### src/rtl/spinner_arb_pkg.sv
`timescale 1ns/1ps
`default_nettype none
// ============================================================================
// Module      : spinner_arb_pkg
// Description : Shared constants, encoder direction type and quadrature
//               next-state function for the spinner arbiter.
// Revision    : 1.0 - initial release
// ============================================================================
package spinner_arb_pkg;

  localparam int SRC_N   = 4;
  localparam int POS_W   = 12;
  localparam int POS_MAX = 2047;

  typedef enum logic {
    FWD = 1'b0,
    REV = 1'b1
  } enc_dir_t;

  // One Gray step of the {A,B} pair.
  // FWD walks 11->01->00->10->11, REV walks the same ring backwards.
  function automatic logic [1:0] next_gray(input logic [1:0] ab, input enc_dir_t dir);
    logic [1:0] nxt;
    nxt = ab;
    if (dir == FWD) begin
      case (ab)
        2'b11:   nxt = 2'b01;
        2'b01:   nxt = 2'b00;
        2'b00:   nxt = 2'b10;
        default: nxt = 2'b11;
      endcase
    end else begin
      case (ab)
        2'b11:   nxt = 2'b10;
        2'b10:   nxt = 2'b00;
        2'b00:   nxt = 2'b01;
        default: nxt = 2'b11;
      endcase
    end
    return nxt;
  endfunction

endpackage
`default_nettype wire

### src/rtl/spinner_arbiter_quad_stepper.sv
`timescale 1ns/1ps
`default_nettype none
// ============================================================================
// Module      : quad_stepper
// Description : Combinational quadrature stepper. Given the present {A,B}
//               state, a step strobe and a direction, returns the {A,B}
//               state to load on the next clock edge.
// Revision    : 1.0 - initial release
// ============================================================================
module quad_stepper
  import spinner_arb_pkg::*;
(
  input  logic [1:0] i_state,
  input  logic       i_step,
  input  enc_dir_t   i_dir,
  output logic [1:0] o_next_ab
);

  // Hold the state unless strobed; a strobe advances one Gray position.
  always_comb begin
    o_next_ab = i_state;
    if (i_step) begin
      o_next_ab = next_gray(i_state, i_dir);
    end
  end

endmodule
`default_nettype wire

### src/rtl/spinner_arbiter.sv
`timescale 1ns/1ps
`default_nettype none
// ============================================================================
// Module      : spinner_arbiter
// Description : Arbitrates four sources of signed spinner deltas. The first
//               source to transfer locks ownership until the bus has been
//               idle for IDLE_TO cycles. Accepted deltas accumulate into a
//               saturating position which is drained one quadrature step per
//               STEP_DIV-cycle tick onto enc_ab.
//               Optional build macro SPINNER_ARB_HW_ENC_EN adds a raw hw_enc
//               input that, once it moves, takes over enc_ab until the next
//               transfer.
// Revision    : 1.0 - initial release
// ============================================================================
module spinner_arbiter
  import spinner_arb_pkg::*;
#(
  parameter int STEP_DIV = 3000,
  parameter int IDLE_TO  = 96000
) (
  input  logic                   clk_12m,
  input  logic                   reset,
  input  logic [SRC_N-1:0]       src_valid,
  input  logic [SRC_N*POS_W-1:0] src_delta,
  output logic [SRC_N-1:0]       src_ready,
`ifdef SPINNER_ARB_HW_ENC_EN
  input  logic [1:0]             hw_enc,
`endif
  output logic [1:0]             enc_ab,
  output logic [1:0]             owner,
  output logic                   owner_valid,
  output logic [POS_W-1:0]       pos,
  output logic                   busy
);

  localparam int c_IDX_W  = $clog2(SRC_N);
  localparam int c_DIV_W  = (STEP_DIV > 1) ? $clog2(STEP_DIV) : 1;
  localparam int c_IDLE_W = (IDLE_TO > 1) ? $clog2(IDLE_TO) : 1;
  // Two guard bits cover pos + delta - adj over the full 12-bit input range.
  localparam int c_SUM_W  = POS_W + 2;

  localparam logic [c_DIV_W-1:0]         c_DIV_LAST  = c_DIV_W'(STEP_DIV - 1);
  localparam logic [c_IDLE_W-1:0]        c_IDLE_LAST = c_IDLE_W'(IDLE_TO - 1);
  localparam logic signed [c_SUM_W-1:0]  c_SUM_MAX   = c_SUM_W'(POS_MAX);
  localparam logic signed [c_SUM_W-1:0]  c_SUM_MIN   = c_SUM_W'(-POS_MAX);
  localparam logic [POS_W-1:0]           c_POS_HI    = POS_W'(POS_MAX);
  localparam logic [POS_W-1:0]           c_POS_LO    = POS_W'(-POS_MAX);

  // --------------------------------------------------------------------------
  // State
  // --------------------------------------------------------------------------
  logic [c_DIV_W-1:0]        r_div;
  logic [c_IDLE_W-1:0]       r_idle;
  logic [c_IDX_W-1:0]        r_owner;
  logic                      r_owner_valid;
  logic signed [POS_W-1:0]   r_pos;
  logic [1:0]                r_soft_ab;

  logic [POS_W-1:0]          w_delta_arr [SRC_N];
  logic [SRC_N-1:0]          w_ready;
  logic [SRC_N-1:0]          w_xfer_vec;
  logic                      w_xfer;
  logic [c_IDX_W-1:0]        w_xfer_idx;
  logic [POS_W-1:0]          w_delta;
  logic                      w_tick;
  logic                      w_soft_step;
  enc_dir_t                  w_soft_dir;
  logic [1:0]                w_soft_next;
  logic signed [c_SUM_W-1:0] w_pos_ext;
  logic signed [c_SUM_W-1:0] w_delta_ext;
  logic signed [c_SUM_W-1:0] w_adj;
  logic signed [c_SUM_W-1:0] w_sum;
  logic [POS_W-1:0]          w_pos_next;

  // Split the flat delta bus into one lane per source.
  for (genvar gi = 0; gi < SRC_N; gi++) begin : g_unpack
    assign w_delta_arr[gi] = src_delta[gi*POS_W +: POS_W];
  end

  // --------------------------------------------------------------------------
  // Arbitration: locked owner is offered regardless of valid; otherwise the
  // lowest-index requester wins. Purely combinational so it also runs in reset.
  // --------------------------------------------------------------------------
  always_comb begin
    w_ready = '0;
    if (r_owner_valid) begin
      w_ready[r_owner] = 1'b1;
    end else begin
      for (int i = SRC_N - 1; i >= 0; i--) begin
        if (src_valid[i]) begin
          w_ready    = '0;
          w_ready[i] = 1'b1;
        end
      end
    end
  end

  assign src_ready  = w_ready;
  assign w_xfer_vec = src_valid & w_ready;
  assign w_xfer     = |w_xfer_vec;

  // Index of the (at most one) transferring source.
  always_comb begin
    w_xfer_idx = '0;
    for (int i = 0; i < SRC_N; i++) begin
      if (w_xfer_vec[i]) begin
        w_xfer_idx = c_IDX_W'(i);
      end
    end
  end

  assign w_delta = w_delta_arr[w_xfer_idx];

  // --------------------------------------------------------------------------
  // Step tick and soft quadrature path
  // --------------------------------------------------------------------------
  assign w_tick      = (r_div == c_DIV_LAST);
  assign w_soft_step = w_tick && (r_pos != '0);
  assign w_soft_dir  = r_pos[POS_W-1] ? REV : FWD;

  quad_stepper u_soft_stepper (
    .i_state   (r_soft_ab),
    .i_step    (w_soft_step),
    .i_dir     (w_soft_dir),
    .o_next_ab (w_soft_next)
  );

  // Free-running step divider.
  always_ff @(posedge clk_12m) begin
    if (!reset) begin
      r_div <= '0;
    end else if (w_tick) begin
      r_div <= '0;
    end else begin
      r_div <= r_div + c_DIV_W'(1);
    end
  end

  // --------------------------------------------------------------------------
  // Accumulator: accepted delta and the step just issued land together.
  // --------------------------------------------------------------------------
  always_comb begin
    w_pos_ext   = {{(c_SUM_W-POS_W){r_pos[POS_W-1]}}, r_pos};
    w_delta_ext = '0;
    if (w_xfer) begin
      w_delta_ext = {{(c_SUM_W-POS_W){w_delta[POS_W-1]}}, w_delta};
    end
    w_adj = '0;
    if (w_soft_step) begin
      w_adj = r_pos[POS_W-1] ? '1 : c_SUM_W'(1);
    end
    w_sum = w_pos_ext + w_delta_ext - w_adj;
    // Symmetric clamp: -2048 is never produced so sign() drains evenly.
    if (w_sum > c_SUM_MAX) begin
      w_pos_next = c_POS_HI;
    end else if (w_sum < c_SUM_MIN) begin
      w_pos_next = c_POS_LO;
    end else begin
      w_pos_next = w_sum[POS_W-1:0];
    end
  end

  // Position accumulator and soft encoder state.
  always_ff @(posedge clk_12m) begin
    if (!reset) begin
      r_pos     <= '0;
      r_soft_ab <= 2'b11;
    end else begin
      r_pos     <= w_pos_next;
      r_soft_ab <= w_soft_next;
    end
  end

  // --------------------------------------------------------------------------
  // Ownership lock with idle release. The IDLE_TO-th consecutive idle cycle
  // drops the lock; the owner index is kept for observation.
  // --------------------------------------------------------------------------
  always_ff @(posedge clk_12m) begin
    if (!reset) begin
      r_owner       <= '0;
      r_owner_valid <= 1'b0;
      r_idle        <= '0;
    end else if (w_xfer) begin
      r_idle <= '0;
      if (!r_owner_valid) begin
        r_owner       <= w_xfer_idx;
        r_owner_valid <= 1'b1;
      end
    end else if (r_owner_valid) begin
      if (r_idle == c_IDLE_LAST) begin
        r_owner_valid <= 1'b0;
        r_idle        <= '0;
      end else begin
        r_idle <= r_idle + c_IDLE_W'(1);
      end
    end
  end

  assign owner       = r_owner;
  assign owner_valid = r_owner_valid;
  assign pos         = r_pos;
  assign busy        = (r_pos != '0);

`ifdef SPINNER_ARB_HW_ENC_EN
  // --------------------------------------------------------------------------
  // Hardware encoder pass-through: synchronised raw encoder drives its own
  // quadrature state, which owns enc_ab from its first movement until the
  // next transfer hands control back to the soft path.
  // --------------------------------------------------------------------------
  logic [1:0] r_hw_sync1;
  logic [1:0] r_hw_sync2;
  logic [1:0] r_hw_prev;
  logic [1:0] r_hw_ab;
  logic       r_hw_mode;
  logic       w_hw_step;
  logic       w_hw_change;
  enc_dir_t   w_hw_dir;
  logic [1:0] w_hw_next;

  assign w_hw_step   = r_hw_sync2[1] ^ r_hw_prev[1];
  assign w_hw_change = (r_hw_sync2 != r_hw_prev);
  assign w_hw_dir    = (r_hw_sync2[1] ^ r_hw_sync2[0]) ? FWD : REV;

  quad_stepper u_hw_stepper (
    .i_state   (r_hw_ab),
    .i_step    (w_hw_step),
    .i_dir     (w_hw_dir),
    .o_next_ab (w_hw_next)
  );

  // Synchroniser, edge history, hw quadrature state and mode select.
  always_ff @(posedge clk_12m) begin
    if (!reset) begin
      r_hw_sync1 <= 2'b11;
      r_hw_sync2 <= 2'b11;
      r_hw_prev  <= 2'b11;
      r_hw_ab    <= 2'b11;
      r_hw_mode  <= 1'b0;
    end else begin
      r_hw_sync1 <= hw_enc;
      r_hw_sync2 <= r_hw_sync1;
      r_hw_prev  <= r_hw_sync2;
      r_hw_ab    <= w_hw_next;
      if (w_xfer) begin
        r_hw_mode <= 1'b0;
      end else if (w_hw_change) begin
        r_hw_mode <= 1'b1;
      end
    end
  end

  assign enc_ab = r_hw_mode ? r_hw_ab : r_soft_ab;
`else
  assign enc_ab = r_soft_ab;
`endif

endmodule
`default_nettype wire

### config.mk
export PLATFORM = sky130hd
export DESIGN_NAME = spinner_arbiter
export DESIGN_NICKNAME = d
export VERILOG_FILES = /design/src/rtl/spinner_arb_pkg.sv /design/src/rtl/spinner_arbiter_quad_stepper.sv /design/src/rtl/spinner_arbiter.sv
export SDC_FILE = /design/constraint.sdc
export NUM_CORES = 1
export LEC_CHECK = 0
export CAP_MARGIN = 20
export CORE_MARGIN = 1
export CORE_UTILIZATION = 28
export DETAILED_ROUTE_END_ITERATION = 10
export GPL_TIMING_DRIVEN = 1
export PLACE_DENSITY = 0.51
export SLEW_MARGIN = 20
export SYNTH_ARGS = -nofsm -noshare
export SYNTH_HDL_FRONTEND = slang
export SYNTH_SLANG_ARGS = --single-unit
### constraint.sdc
create_clock -name clk_12m -period 12 [get_ports clk_12m]
set_input_delay 1.8 -clock clk_12m [delete_from_list [all_inputs] [get_ports clk_12m]]
set_output_delay 1.8 -clock clk_12m [all_outputs]
set_load 0.01 [all_outputs]
**Word level (Yosys, flattened, before mapping)**

Cells that the tools add are included.

- Register bits: 46
- Latch bits: 0
- RAM bits: 0
- Bits in read-only memories: 0
- Output and inout port bits: 22
- Memories kept: 0

- Add/subtract/negate cells: 4
- $mul: 0
- Div/mod/pow operators: 0
- Order comparisons: 5
- Equal/unequal tests: 5
- Shift operators: 0
- Muxes and demuxes: 26
- Bitwise gates (word level): 4
- Reduce and logical (&&, ||, !) cells: 9

Operator list:

| operator | number |
|---|---|
| $mux W14 | 3 |
| $mux W12 | 3 |
| $bmux W12 S2 | 1 |
| $mux W4 | 5 |
| $add A17 B1 Y17 const B | 1 |
| $eq A17 B17 Y1 const B | 1 |
| $mux W17 | 1 |
| $add A12 B14 Y14 | 1 |
| $gt A14 B12 Y1 const B | 1 |
| $lt A14 B12 Y1 const B | 1 |
| $sub A14 B14 Y14 | 1 |
| $add A12 B1 Y12 const B | 1 |
| $eq A12 B12 Y1 const B | 1 |
| $pmux W2 S3 | 2 |
| $reduce_bool A12 Y1 | 1 |
| $mux W11 | 1 |
| $mux W1 | 6 |
| $mux W2 | 3 |
| $reduce_or A5 Y1 | 1 |
| $and A4 B4 Y4 | 1 |
| $eq A2 B2 Y1 const B | 2 |
| $reduce_or A2 Y1 | 2 |
| $reduce_or A4 Y1 | 1 |
| $ge A3 B3 Y1 const B | 1 |
| other kinds (9) | 11 |

**Depth between registers and ports, before layout**

Gate-level depths: netlist of run 1.

- Depth after elaboration: 19
- Depth in mapped cells: 20
- Gate-level depth less buffers: 18

**Cells and area by module**

Synthesis of run 1 repeated with hierarchy kept, for this count alone.

- Cells, all modules: 419
- Area total of the unflattened synthesis: 3352.0 sq um

Modules (own cells, without submodules):

| module | times used | cells each | area each (sq um) | seq. area each (sq um) |
|---|---|---|---|---|
| spinner_arbiter | 1 | 414 | 3310.7 | 920.9 |
| quad_stepper | 1 | 5 | 41.3 | 0.0 |

**Least setup slack after synthesis of run 1**

Ideal clock, no wire load.

- Kind: input to register
- Start point: input port src_valid[1]
- End point: register r_pos[0] (netlist: pos[0])
- Setup time: 81 ps
- Arrival time: 5339 ps
- Setup slack: 6581 ps
- Cell stages on the path: 17
- Cell sequence: inv_1 o32ai_1 and2_1 nor2b_1 buf_2 o221ai_1 o21ai_0 fa_1 inv_1 fa_1 nor2b_1 o31ai_1 a21boi_0 or4_1 and4bb_2 nand4_1 a41oi_1

- Word-level cells in the longest chain between the ends: 17
- Elaborated cells on any way between the ends: 19
- Classes of those cells: add/sub: 2; order compare: 2; mux: 12; bitwise: 2; reduce/logical: 1

RTL lines:

| item | RTL line | RTL |
|---|---|---|
| start: declaration | spinner_arbiter.sv:23 | `input logic [SRC_N-1:0] src_valid,` |
| $mux W4 (*) (2 in a row) | spinner_arbiter.sv:90 | `if (src_valid[i]) begin` |
| $mux W4 (*) | spinner_arbiter.sv:86 | `if (r_owner_valid) begin` |
| named net src_ready[1] | spinner_arbiter.sv:25 | `output logic [SRC_N-1:0] src_ready,` |
| $and A4 B4 Y4 (*) | spinner_arbiter.sv:99 | `assign w_xfer_vec = src_valid & w_ready;` |
| $mux W1 | spinner_arbiter.sv:106 | `if (w_xfer_vec[i]) begin` |
| $mux W2 (2 in a row) | spinner_arbiter.sv:106 |  |
| $not A2 Y3 (not written as such) | spinner_arbiter.sv:112 | `assign w_delta = w_delta_arr[w_xfer_idx];` |
| $bmux W12 S2 | spinner_arbiter.sv:112 |  |
| $mux W12 (not written as such) (2 in a row) | spinner_arbiter.sv:112 |  |
| $mux W14 (*) | spinner_arbiter.sv:145 | `if (w_xfer) begin` |
| $add A12 B14 Y14 (*) | spinner_arbiter.sv:152 | `w_sum = w_pos_ext + w_delta_ext - w_adj;` |
| $sub A14 B14 Y14 (*) | spinner_arbiter.sv:152 |  |
| $lt A14 B12 Y1 | spinner_arbiter.sv:156 | `end else if (w_sum < c_SUM_MIN) begin` |
| $mux W12 | spinner_arbiter.sv:156 |  |
| $mux W11 (*) | spinner_arbiter.sv:154 | `if (w_sum > c_SUM_MAX) begin` |
| end signal: assignment | spinner_arbiter.sv:169 | `r_pos <= w_pos_next;` |
| end: declaration | spinner_arbiter.sv:56 | `logic signed [POS_W-1:0] r_pos;` |

The timed path passes the listed nets; every way through them passes the cells marked *. The select of a mux whose other input is x is not followed.
A chain may end at the register's enable or synchronous reset.

**Worst setup path after layout of run 1**

- Start point: input port src_valid[0]
- End point: register r_pos[0] (netlist: pos[0])

- Word-level cells in the longest chain between the ends: 16
- Elaborated cells on any way between the ends: 18
- Classes of those cells: add/sub: 2; order compare: 2; mux: 11; bitwise: 2; reduce/logical: 1

RTL lines:

| item | RTL line |
|---|---|
| $mux W4 | spinner_arbiter.sv:90 |
| $mux W4 | spinner_arbiter.sv:86 |
| $and A4 B4 Y4 (*) | spinner_arbiter.sv:99 |
| $mux W1 | spinner_arbiter.sv:106 |
| $mux W2 (2 in a row) | spinner_arbiter.sv:106 |
| $not A2 Y3 (not written as such) | spinner_arbiter.sv:112 |
| $bmux W12 S2 | spinner_arbiter.sv:112 |
| $mux W12 (not written as such) (2 in a row) | spinner_arbiter.sv:112 |
| $mux W14 (*) | spinner_arbiter.sv:145 |
| $add A12 B14 Y14 (*) | spinner_arbiter.sv:152 |
| $sub A14 B14 Y14 (*) | spinner_arbiter.sv:152 |
| $lt A14 B12 Y1 | spinner_arbiter.sv:156 |
| $mux W12 | spinner_arbiter.sv:156 |
| $mux W11 (*) | spinner_arbiter.sv:154 |

Every way passes the cells marked *; elsewhere a longest branch is shown, timed or not. The select of a mux whose other input is x is not followed.

==> metrics, run 1 <==
Pins Over Slew Limit=0; Row Count=39; Final Hold Viols=0; Post-DP HPWL=7620 microns; CTS Root Cell=clkbuf_16; Critical Path End Type=flop; Finish-stage setup viols=0; nets=563; antenna viol nets, final=0; first-pass GRT wire length=about 16,000 microns; Comb pwr share=0.618; DRT Pass-1 Iters=4; H-tree depth=2; antenna violations before repair=0; via count=3,231; Critical Path Start Type=input pin; core area=11,700 sq um; Rel. slew slack=0.305; PD cells=205 nW/um^2; IO buf count=75; ys async rst share=0; wire per inst=15.4 microns; Ys Warns=0; Tcrit/Tclk final=0.547; syn nets=499; Seq pwr share=0.221; syn_area_per_cell=8.17 sq um; CTS Hold Buffers Added=0; vias in the first global route=3,209; # diodes=0; grt total ovfl=0; sequential fraction of the synthesis area=0.270; Num CTS Buffers=5; Util after Layout=0.377; layout cells sized above 1=0.0497; Skew-Pair Late Insertion Delay=roughly 0.28 ns; area delta synth->final=28.7%; top cell family by delay on the critical path=compound AO/OA/AOI/OAI gates; post-synth top area cell=dfxtp_1; Post-CTS Resized=0; worst slew pin tran=1.04 ns; kind of critical path=in -> reg; Tmin final=6.56 ns; DR iter-0 viols=249; fill count=1,200; critical path arrival=6.77 ns; max frequency=around 150 MHz; final instance area=4390 sq um; GP Congestion=0.844; # Post-CTS Setup Buffers=0; setup TNS=0 ns; CP cell instances=clkdlybuf4s50_1, nor4_1, o21ai_0, buf_4, nor2b_1, o221ai_1, o21a_1, fa_1, inv_1, ha_1, a21o_1, a31o_1, or3_1, a31oi_1, xor2_1, nand4_1, a41oi_1; largest cells by area after synthesis=dfxtp_1, fa_1, ha_1; Chip Width=around 110 microns; CTS Buffer Depth=2; max-cap viol count=0; CP Data Required Time=12.20 ns; Initial Utilization=0.293; LEAKAGE=1.62 nW; clk slew on worst S/H paths=0.06 ns; P_int=0.498 mW; dpl cell area=approximately 4200 sq um; pin count of the biggest net entering global routing=23; total track usage=0.159; DIE AREA=12,600 sq um; Boundary Pins=76; final WL=slightly below 10,000 microns; Min-Delay Path Class=reg -> reg; number of synthesized flops with an enable pin=0; DR vias/cell=5.16; switching power=roughly 0.40 mW; most frequent cells in the layout=clkdlybuf4s50_1, nor2_1, dfxtp_1; Post-synth top flop=dfxtp_1; Clock Power Share=0.162; Yosys cell types=63; maximum VDD drop=0.0688 mV; clock sinks=46; Sw Share=0.448; DR DRC count=0; most common cell after layout, fill and taps aside=clkdlybuf4s50_1; RSZ-0062 raised after global routing=false; Yosys reg bits=46; DIE HEIGHT=approximately 110 microns; TritonCTS clock tree=yes; worst path bufs/invs=3; Syn Inst Count=418; mapped cell area=3410 sq um; Worst Path Max Fanout=14; clock skew=0.00610 ns; status=finished, final reports clean; Worst path slowest cell=nor2b_1; slowest cell delay on critical path=roughly 0.79 ns; Yosys top cell area share=0.270
==> flip-flops by register name (all words and copies together) (netlist names) <==
register / cells
r_idle: 17
pos: 12
r_div: 12
enc_ab: 2
owner: 2
owner_valid: 1
==> final cells by class <==
cell class,instances,area [sq um],share of cell area
Inverter,37,139,0.0316
Timing Repair Buffer,77,766,0.174
Multi-Input combinational cell,315,2230,0.507
Sequential cell,46,921,0.210
Tap cell,143,179,0.0407
Clock buffer,7,153,0.0347
Clock inverter,1,8.76,0.00199
==> per-layer routing <==
layer  up-vias  global-route usage  wire length (microns)
met5         -                   0                      0
met4         0              0.0453                    155
met3        14              0.0243                    418
met2        83               0.260                   4420
met1      1510               0.216                   4650
li1       1624                   -                      -
==> worst register-to-register path, delay by kind of cell (launching register included) <==
| kind | cells | cell delay [ns] |
|---|---|---|
| and+or+nand+nor | 4 | 1.49 |
| xor gates and xnor gates | 1 | 0.31 |
| AOI/OAI and AO/OA | 7 | 1.54 |
| DFF | 1 | 0.80 |
| adders and majority gates | 2 | 0.85 |
| buffers and inverters | 2 | 0.26 |
==> through the flow <==
step | setup WS, ns | hold WS, ns | power, mW | std cells
6_report | 5.44 | 0.452 | 0.901 | 626
4_1_cts | 5.45 | 0.456 | 0.902 | 626
2_1_floorplan | 6.58 | 0.418 | 0.626 | 418
3_3_place_gp | 5.25 | 0.430 | 0.750 | 618
5_1_grt | 5.10 | 0.481 | 0.973 | 626
3_5_place_dp | 5.18 | 0.444 | 0.752 | 618
==> kinds of logic after synthesis <==
logic type / Yosys count / share of synthesized area
adder cells (fa/ha/maj): 27 / 0.123
buffers and inverters: 57 / 0.0795
XOR/XNOR: 33 / 0.0847
multiplexers: 3 / 0.0128
AND/OR/NAND/NOR: 147 / 0.212
flip-flops: 46 / 0.270
AO/OA/AOI/OAI: 105 / 0.218
==> worst paths after layout <==
check,start,endpoint,slack (ns),cells after the start
max,src_valid[0],pos[0],5.44,17
min,r_div[0],r_div[0],0.45,1
max reg2reg,owner_valid,pos[0],6.65,16
min reg2reg,r_div[0],r_div[0],0.45,1
==> power groups by stage <==
stage / sequential, mW / combinational [mW] / clock [mW]
after detailed placement: 0.203 / 0.549 / 0
final: 0.199 / 0.557 / 0.146
after CTS: 0.200 / 0.552 / 0.149
after global placement: 0.204 / 0.546 / 0
after global routing: 0.202 / 0.615 / 0.156
after floorplan: 0.197 / 0.430 / 0
==> Yosys cell counts, types with 5 or more instances <==
master,n
nand4_1,11
inv_1,37
a21oi_1,13
o21a_1,9
o22ai_1,14
o21ai_0,13
xnor2_1,16
ha_1,16
xor2_1,17
nand2_1,30
a31oi_1,5
o221ai_1,12
nor3_1,5
dfxtp_1,46
nand3_1,16
nor2_1,52
a221oi_1,5
clkbuf_1,9
o211ai_1,6
fa_1,11
nor4_1,7
buf_2,5
Power figures use the tool's default switching activity.
==> run 2: changes to the inputs <==
- PLACE_DENSITY: 0.51 -> 0.53
- clock period: 12 -> 5.85 ns (I/O delays scaled with it)
==> metrics, run 2 (synthesis results as in run 1) <==
layout cells sized above 1=0.0611; Post-CTS Resized=0; wire per inst=14.8 microns; Final Hold Viols=0; Critical Path Start Type=input pin; final instance area=4450 sq um; clk slew on worst S/H paths=0.06 ns; first-pass GRT wire length=15,600 microns; Comb pwr share=0.612; most frequent cells in the layout=clkdlybuf4s50_1, nor2_1, dfxtp_1; DIE AREA=12,600 sq um; CTS Hold Buffers Added=0; max-cap viol count=0; pin count of the biggest net entering global routing=23; switching power=0.820 mW; Final Non-Filler Cells=634; # Post-CTS Setup Buffers=0; max frequency=189 MHz; most common cell after layout, fill and taps aside=clkdlybuf4s50_1; Num CTS Buffers=5; CP Data Required Time=approximately 6.1 ns; Post-DP HPWL=7540 microns; Placed Instances=about 630; maximum VDD drop=roughly 0.15 mV; Final Total Pwr=roughly 1.9 mW; Clock Power Share=0.169; clock skew=0.00558 ns; nets=571; Min-Delay Path Class=reg -> reg; Row Count=39; # diodes=0; fill count=1,200; Seq pwr share=0.219; Worst Path Max Fanout=9; DR iter-0 viols=203; LEAKAGE=1.65 nW; Boundary Pins=between 70 and 80; DR vias/cell=5.04; Tcrit/Tclk final=0.904; total track usage=0.152; PD cells=419 nW/um^2; RSZ-0062 raised after global routing=false; DRT Pass-1 Iters=4; antenna violations before repair=0; largest register by flop count=r_idle; Finish-stage setup viols=0; antenna viol nets, final=0; Util after Layout=0.382; Chip Width=112 microns; Rel. slew slack=0.519; critical path arrival=5.50 ns; Critical Path End Type=flop; core area=11,700 sq um; max reg flops=17; vias in the first global route=3,159; Pins Over Slew Limit=0; Reg area=921 sq um; worst slew pin tran=0.721 ns; H-tree depth=2; area delta synth->final=30.4%; dpl cell area=4290 sq um; CTS Root Cell=clkbuf_16; clock sinks=46; Skew-Pair Late Insertion Delay=approximately 0.28 ns; Sw Share=0.440; TritonCTS clock tree=yes; kind of critical path=in -> reg; Tmin final=5.29 ns; P_int=between 1 and 1.5 mW; DR DRC count=0; grt total ovfl=0; setup TNS=0 ns; status=finished, final reports clean; Worst R2R Setup Slack=1.02 ns; DIE HEIGHT=112 microns; final WL=9350 microns; IO buf count=75; GP Congestion=0.838; Initial Utilization=0.293; multi-input logic area=between 2000 and 2500 sq um; CTS Buffer Depth=2; via count=3,193
run 2: layout make-up:
type / instances / area share
multi-input combinational: 315 / 0.499
sequential: 46 / 0.207
timing repair buffer: 85 / 0.185
tap: 143 / 0.0402
inverter: 37 / 0.0312
clock buffer: 6 / 0.0289
clock inverter: 2 / 0.00843
run 2: critical path: stages:
cell	delay, ns
clkdlybuf4s50_1	0.57
inv_1	0.07
o32ai_1	0.31
and2_1	0.36
buf_4	0.21
nor2b_1	0.06
buf_4	0.16
o221ai_1	0.15
o21ai_0	0.15
fa_1	0.54
inv_1	0.07
fa_1	0.46
nor2b_1	0.20
o31ai_1	0.14
a21boi_0	0.19
or4_1	0.43
and4bb_2	0.29
nand4_1	0.09
a41oi_1	0.16
run 2: final timing paths:
kind	from	end	depth (start not counted)
worst min register to register	r_div[0]	r_div[0]	1
worst max-delay path	src_valid[1]	pos[0]	19
worst min-delay path	r_div[0]	r_div[0]	1
worst max register to register	owner_valid	pos[0]	18
run 2: layer usage:
layer | share of wire | track usage
met4 | 0.013 | 0.0418
met2 | 0.46 | 0.248
met5 | 0 | 0
met1 | 0.48 | 0.208
met3 | 0.051 | 0.0248
run 2: metrics by stage:
| stage | worst slack [ns] | hold WS [ns] |
|---|---|---|
| 5_1_grt | 0.199 | 0.484 |
| 6_report | 0.562 | 0.448 |
| 3_3_place_gp | 0.375 | 0.430 |
| 3_5_place_dp | 0.282 | 0.438 |
| 4_1_cts | 0.553 | 0.455 |
| 2_1_floorplan | 1.35 | 0.418 |
run 2: power groups by stage:
stage               Clock (mW)  Sequential [mW]  Combinational, mW
detailed placement           0            0.416               1.13
global route             0.337            0.413               1.27
floorplan                    0            0.404              0.881
finish                   0.316            0.408               1.14
global placement             0            0.416               1.13
CTS                      0.325            0.410               1.13
